<file path="config.mk">
export PLATFORM = sky130hd
export DESIGN_NAME = mul_arb_sched
export DESIGN_NICKNAME = d
export VERILOG_FILES = /design/src/rtl/mul_arb_sched.sv
export SDC_FILE = /design/constraint.sdc
export NUM_CORES = 1
export LEC_CHECK = 0
export ABC_AREA = 1
export CORE_MARGIN = 5
export CORE_UTILIZATION = 40
export CTS_BUF_LIST = sky130_fd_sc_hd__clkbuf_4
export DETAILED_ROUTE_END_ITERATION = 12
export DONT_BUFFER_PORTS = 1
export PLACE_DENSITY = 0.62
export SETUP_SLACK_MARGIN = 0.3
export SLEW_MARGIN = 10
export SYNTH_ARGS = -nofsm -noshare
export SYNTH_HDL_FRONTEND = slang
export SYNTH_SLANG_ARGS = --single-unit
export TNS_END_PERCENT = 100
</file>
<file path="constraint.sdc">
create_clock -name clk -period 3 [get_ports clk]
set_input_delay 0.6 -clock clk [delete_from_list [all_inputs] [get_ports clk]]
set_output_delay 0.6 -clock clk [all_outputs]
set_load 0.02 [all_outputs]
</file>
<file path="src/rtl/mul_arb_sched.sv">
// mul_arb_sched: round-robin arbiter that schedules NREQ requesters onto one
// shared, pipelined 8x8 Booth multiplier and routes each product back to the
// requester that issued it.
//
// Optional feature: define MUL_ARB_TAG_CHECK_EN to add the sticky tag_err
// output, which cross-checks the multiplier's valid against the local tag.
//
// Ports
//   clk, rst               clock, asynchronous active-high reset
//   en                     allow new grants (in-flight work always completes)
//   req_valid/req_ready    per-requester handshake; req_ready is combinational, one-hot or zero
//   req_a/req_b/req_sm     per-requester operands (8 bits each) and sign mode (2 bits)
//   mul_v_in/a/b/sm        registered issue port to the multiplier
//   mul_p/mul_v_out        multiplier result, LAT cycles after mul_v_in
//   rsp_valid/rsp_p/rsp_id registered one-cycle response pulse, product, owner id
//   busy                   draining after reset, or a tag still in flight
//   tag_err                (MUL_ARB_TAG_CHECK_EN only) sticky tag/valid disagreement
module mul_arb_sched #(
    parameter int NREQ = 4,
    parameter int LAT  = 7
) (
    input  logic                    clk,
    input  logic                    rst,
    input  logic                    en,
    input  logic [NREQ-1:0]         req_valid,
    output logic [NREQ-1:0]         req_ready,
    input  logic [8*NREQ-1:0]       req_a,
    input  logic [8*NREQ-1:0]       req_b,
    input  logic [2*NREQ-1:0]       req_sm,
    output logic                    mul_v_in,
    output logic [7:0]              mul_a,
    output logic [7:0]              mul_b,
    output logic [1:0]              mul_sm,
    input  logic [15:0]             mul_p,
    input  logic                    mul_v_out,
    output logic [NREQ-1:0]         rsp_valid,
    output logic [15:0]             rsp_p,
    output logic [$clog2(NREQ)-1:0] rsp_id,
`ifdef MUL_ARB_TAG_CHECK_EN
    output logic                    tag_err,
`endif
    output logic                    busy
);

    localparam int IDW = $clog2(NREQ);
    localparam int CW  = $clog2(LAT + 1) + 1;

    typedef enum logic {DRAIN = 1'b0, RUN = 1'b1} state_t;

    state_t                 state_q;
    logic [CW-1:0]          cnt_q;
    logic [IDW-1:0]         ptr_q, ptr_d;
    logic [LAT:0]           tag_v_q, tag_v_d;
    logic [LAT:0][IDW-1:0]  tag_id_q, tag_id_d;
    logic                   mul_v_in_q, mul_v_in_d;
    logic [7:0]             mul_a_q, mul_a_d;
    logic [7:0]             mul_b_q, mul_b_d;
    logic [1:0]             mul_sm_q, mul_sm_d;
    logic [NREQ-1:0]        rsp_valid_q, rsp_valid_d;
    logic [15:0]            rsp_p_q, rsp_p_d;
    logic [IDW-1:0]         rsp_id_q, rsp_id_d;

    logic [NREQ-1:0]        gnt;
    logic [IDW-1:0]         gnt_id;
    logic                   hs;
    logic                   rsp_fire;

    // Round-robin search starting just after the last served requester.
    // The grant only ever lands on a valid requester, so grant == handshake.
    always_comb begin
        gnt    = '0;
        gnt_id = '0;
        hs     = 1'b0;
        if (state_q == RUN && en) begin
            for (int k = 1; k <= NREQ; k++) begin
                if (!hs && req_valid[(int'(ptr_q) + k) % NREQ]) begin
                    gnt[(int'(ptr_q) + k) % NREQ] = 1'b1;
                    gnt_id = IDW'((int'(ptr_q) + k) % NREQ);
                    hs     = 1'b1;
                end
            end
        end
    end

    // A response is only taken in RUN: in DRAIN the un-reset multiplier may
    // still be emitting stale valids from before reset.
`ifdef MUL_ARB_TAG_CHECK_EN
    assign rsp_fire = (state_q == RUN) && mul_v_out && tag_v_q[LAT];
`else
    assign rsp_fire = (state_q == RUN) && mul_v_out;
`endif

    always_comb begin
        ptr_d       = hs ? gnt_id : ptr_q;
        mul_v_in_d  = hs;
        mul_a_d     = hs ? req_a[8*gnt_id +: 8]  : mul_a_q;
        mul_b_d     = hs ? req_b[8*gnt_id +: 8]  : mul_b_q;
        mul_sm_d    = hs ? req_sm[2*gnt_id +: 2] : mul_sm_q;
        // Tag stage k lines up with the multiplier's stage k; the tail
        // (stage LAT) is valid in the same cycle as the matching mul_v_out.
        tag_v_d     = {tag_v_q[LAT-1:0], hs};
        tag_id_d    = {tag_id_q[LAT-1:0], gnt_id};
        rsp_valid_d = rsp_fire ? (NREQ'(1) << tag_id_q[LAT]) : '0;
        rsp_p_d     = rsp_fire ? mul_p : rsp_p_q;
        rsp_id_d    = rsp_fire ? tag_id_q[LAT] : rsp_id_q;
    end

    always_ff @(posedge clk or posedge rst) begin
        if (rst) begin
            state_q     <= DRAIN;
            cnt_q       <= '0;
            ptr_q       <= IDW'(NREQ - 1);
            tag_v_q     <= '0;
            tag_id_q    <= '0;
            mul_v_in_q  <= 1'b0;
            mul_a_q     <= '0;
            mul_b_q     <= '0;
            mul_sm_q    <= '0;
            rsp_valid_q <= '0;
            rsp_p_q     <= '0;
            rsp_id_q    <= '0;
        end else begin
            case (state_q)
                // LAT+1 cycles is enough for every stale multiplier valid to fall out.
                DRAIN: begin
                    if (cnt_q == CW'(LAT)) state_q <= RUN;
                    else                   cnt_q   <= cnt_q + 1'b1;
                end
                RUN:     state_q <= RUN;
                default: state_q <= DRAIN;
            endcase
            ptr_q       <= ptr_d;
            tag_v_q     <= tag_v_d;
            tag_id_q    <= tag_id_d;
            mul_v_in_q  <= mul_v_in_d;
            mul_a_q     <= mul_a_d;
            mul_b_q     <= mul_b_d;
            mul_sm_q    <= mul_sm_d;
            rsp_valid_q <= rsp_valid_d;
            rsp_p_q     <= rsp_p_d;
            rsp_id_q    <= rsp_id_d;
        end
    end

`ifdef MUL_ARB_TAG_CHECK_EN
    logic tag_err_q;

    always_ff @(posedge clk or posedge rst) begin
        if (rst)                                               tag_err_q <= 1'b0;
        else if (state_q == RUN && (mul_v_out != tag_v_q[LAT])) tag_err_q <= 1'b1;
    end

    assign tag_err = tag_err_q;
`endif

    assign req_ready = gnt;
    assign mul_v_in  = mul_v_in_q;
    assign mul_a     = mul_a_q;
    assign mul_b     = mul_b_q;
    assign mul_sm    = mul_sm_q;
    assign rsp_valid = rsp_valid_q;
    assign rsp_p     = rsp_p_q;
    assign rsp_id    = rsp_id_q;
    assign busy      = (state_q == DRAIN) || (|tag_v_q);

endmodule

</file>
==> results by group <==
Floorplanning
  • Initial Utilization: 0.407
  • Die footprint: 11,400 um^2
  • Core area: 9200 um^2
  • Die Wd: 107 um
  • Io pins: 142
  • Die Height: 107 um
  • Row cnt: 35

Worst setup path
  • Setup Crit Path Kind: reg2out
  • FF-to-FF Start: ptr_q[1]
  • Arrival @ worst endpoint: 2.28 ns
  • WP data required: 2.40 ns
  • CP endpoint kind: output port
  • R2r setup slk: 0.47 ns
  • Worst r2r path cells: 13
  • Worst r2r dst: mul_a[0]
  • Worst-path fanout max: 5
  • Crit start category: register

Placed design
  • Dpl hpwl: 6690 um
  • Setup WS pre-CTS: 0.173 ns
  • Post-DP Area: 3830 um^2
  • Cells after DPL: 560
  • Gpl congestion: 0.823
  • Port Buf Inserts: 0

Power
  • P_sw: 0.00262 W
  • Total power: 0.00542 W
  • Sw Ratio: 0.484
  • P_leak: 2.17 nW
  • Power density cells: 1270 nW/um^2
  • Clk network pwr share: 0.147
  • Reg power frac: 0.304
  • Power Internal: 0.00280 W
  • Combinational share of power: 0.549
  • VDD IR max: 0.000630 V

STA
  • Final hold vios: 0
  • Final WS setup: 0.125 ns
  • Final cycle utilization of the critical path: 0.958
  • F_max: 0.348 GHz
  • RSZ-0062 raised after global routing: true
  • Post-layout min period: 2.88 ns
  • Skew final: 0.0101 ns
  • Setup TNS: 0 ns
  • Final setup vio count: 0
  • Relative slew margins: 0.574
  • Slew Limit Fails: 0
  • Worst-margin pin slew: 0.639 ns

Synthesis
  • Yosys Warn Count: 0
  • Synthesized area per cell: 8.16 um^2
  • Synthesized Nets: 563
  • Synth cell types: 33
  • Synth Instances: 458
  • Main area contributors after synthesis: dfrtp_1, nand2_1, nand3_1
  • Yosys reg bits: 71
  • Post-synth top area share: 0.462
  • Synth area leader: dfrtp_1
  • Cell Area, Synth: 3740 um^2
  • Sequential-to-total area share from yosys stat: 0.476

Clock tree
  • Clock tree from TritonCTS: built
  • H-Tree Depth: 3
  • Clock Latency Late Sink: 0.40 ns
  • Sink Count: 71
  • Clock-pin slew on the worst setup and hold paths: 0.13 ns
  • CTS root buffer: clkbuf_4
  • Cts bufs inserted: 9
  • Hold-fix buffers, CTS: 0
  • Longest Clk Path Bufs: 2

Cells and area
  • Fraction of layout instances using a drive strength above 1: 0.218
  • Final #Nets: 581
  • Finished Layout Cells: 592
  • Post-route cell area: 4280 um^2
  • Layout area overhead: 14.5%
  • Ant. Diodes: 0

Drt
  • Mean routed wirelength per cell: 15.8 um
  • Final wirelength: 9330 um
  • Total vias in the final route: 3,088
  • Iteration-0 DRC Markers: 206
  • Drc violations: 0
  • Final ANT Viol Nets: 0
  • DR pass1 iterations: 4
  • Via density: 5.22

Job
  • Max Cap Violations: 0

GRT
  • Largest net degree at the start of global routing: 32
  • Vias in the first global route: 3,093
  • Total global routing overflow: 0
  • First-pass GRT wire length: 14,900 um
  • Total track usage: 0.162
  • Initial antenna violation count: 0

Run status
  • Status: complete, no violations

Min path
  • Type of the most critical hold path: in2async
-- layout make-up --
type | count | area, um^2
Clock buffer | 9 | 67.6
Clock inverter | 7 | 128
Tap cell | 111 | 139
Timing Repair Buffer | 26 | 219
Fill cell | 890 | 4910
Multi-Input combinational cell | 333 | 1800
Inverter | 35 | 153
Sequential cell | 71 | 1780
-- state kept, by name, summed over array words and instances, names as in the netlist, 4 cells and up --
register,flops
cnt_q,4
mul_a,8
tag_id_d,14
rsp_valid,4
rsp_p,16
tag_v_q,8
mul_b,8
-- worst max-delay path by stage --
stage / startpoint / endpoint / slack [ns]
floorplan: ptr_q[0] / req_ready[1] / 0.43
CTS: ptr_q[1] / req_ready[1] / 0.16
finish: ptr_q[1] / req_ready[2] / 0.12
detailed placement: ptr_q[1] / req_ready[1] / 0.17
global placement: ptr_q[1] / req_ready[0] / 0.28
global route: ptr_q[1] / req_ready[0] / 0.004
-- metrics by stage --
| stage | utilization | hold slack [ns] |
|---|---|---|
| global route | 0.466 | 0.185 |
| global placement | 0.416 | 0.332 |
| CTS | 0.453 | 0.147 |
| floorplan | - | 0.331 |
| detailed placement | 0.416 | 0.335 |
| finish | 0.466 | 0.154 |
-- critical path: stages (launching register included) --
cell and delay (ns):
dfstp_2 0.58, clkinvlp_4 0.12, ha_4 0.33, nand3_4 0.10, nand2_8 0.13, nor2_4 0.06
buf_4 0.14, a22oi_2 0.14, nand2_1 0.09, o21ai_2 0.12, inv_2 0.08
-- cell usage after synthesis --
cell type  number
nand2_1       151
nand3_1        87
dfrtp_1        69
inv_1          30
nor2_1         29
nand3_2        11
ha_1            9
nand2_2         8
o21ai_0         8
buf_4           6
buf_2           5
nand2_4         5
a21oi_1         4
clkbuf_1        4
or2_2           4
buf_6           3
or2_1           3
a22oi_1         2
dfstp_2         2
inv_2           2
nand4_1         2
nor3_1          2
xor2_1          2
a21oi_4         1
buf_12          1
clkinv_1        1
inv_4           1
inv_8           1
nand3b_1        1
nand4_4         1
nor2_8          1
nor4_1          1
xnor2_1         1
-- routing by layer --
metal | global-route usage | wire length, um | vias up
li1 | - | - | 1502
met1 | 0.194 | 3810 | 1445
met5 | 0 | 0 | -
met2 | 0.279 | 4610 | 131
met4 | 0.0374 | 94 | 0
met3 | 0.0608 | 807 | 10
-- power groups by stage --
stage	logic, W	registers (W)	clock network, W
floorplan	0.00203	0.00161	0
global placement	0.00225	0.00168	0
detailed placement	0.00232	0.00168	0
CTS	0.00267	0.00166	0.000828
global route	0.00330	0.00169	0.000854
finish	0.00298	0.00165	0.000796
-- placed cells by master (no fill, tap or decap), drive strengths merged --
| cell type | netlist | routed |
|---|---|---|
| nand2 | 164 | 164 |
| nand3 | 98 | 98 |
| dfrtp | 69 | 69 |
| inv | 34 | 36 |
| nor2 | 30 | 30 |
| buf | 15 | 26 |
| clkbuf | 4 | 9 |
| ha | 9 | 9 |
| o21ai | 8 | 8 |
| or2 | 7 | 7 |
| a21oi | 5 | 5 |
| bufinv | 0 | 3 |
| nand4 | 3 | 3 |
| xor2 | 2 | 2 |
| nor3 | 2 | 2 |
| a22oi | 2 | 2 |
| dfstp | 2 | 2 |
| clkinv | 1 | 2 |
| clkinvlp | 0 | 1 |
| nand3b | 1 | 1 |
| xnor2 | 1 | 1 |
| nor4 | 1 | 1 |
-- what timing repair did --
action	4_1_cts	5_1_grt
setup buffers	9	7
pin swaps	11	10
endpoints found under the hold margin	0	0
endpoints found under the setup margin	22	22
gates resized for setup	28	16
-- cells by family after synthesis --
group,Yosys count,share of synthesized area
buf+inv,54,0.0750
xor+xnor,3,0.00703
compound gates,15,0.0244
simple gates,306,0.388
flops,71,0.476
fa+ha+maj,9,0.0301
Note: power is estimated with default switching activity, not from simulation.
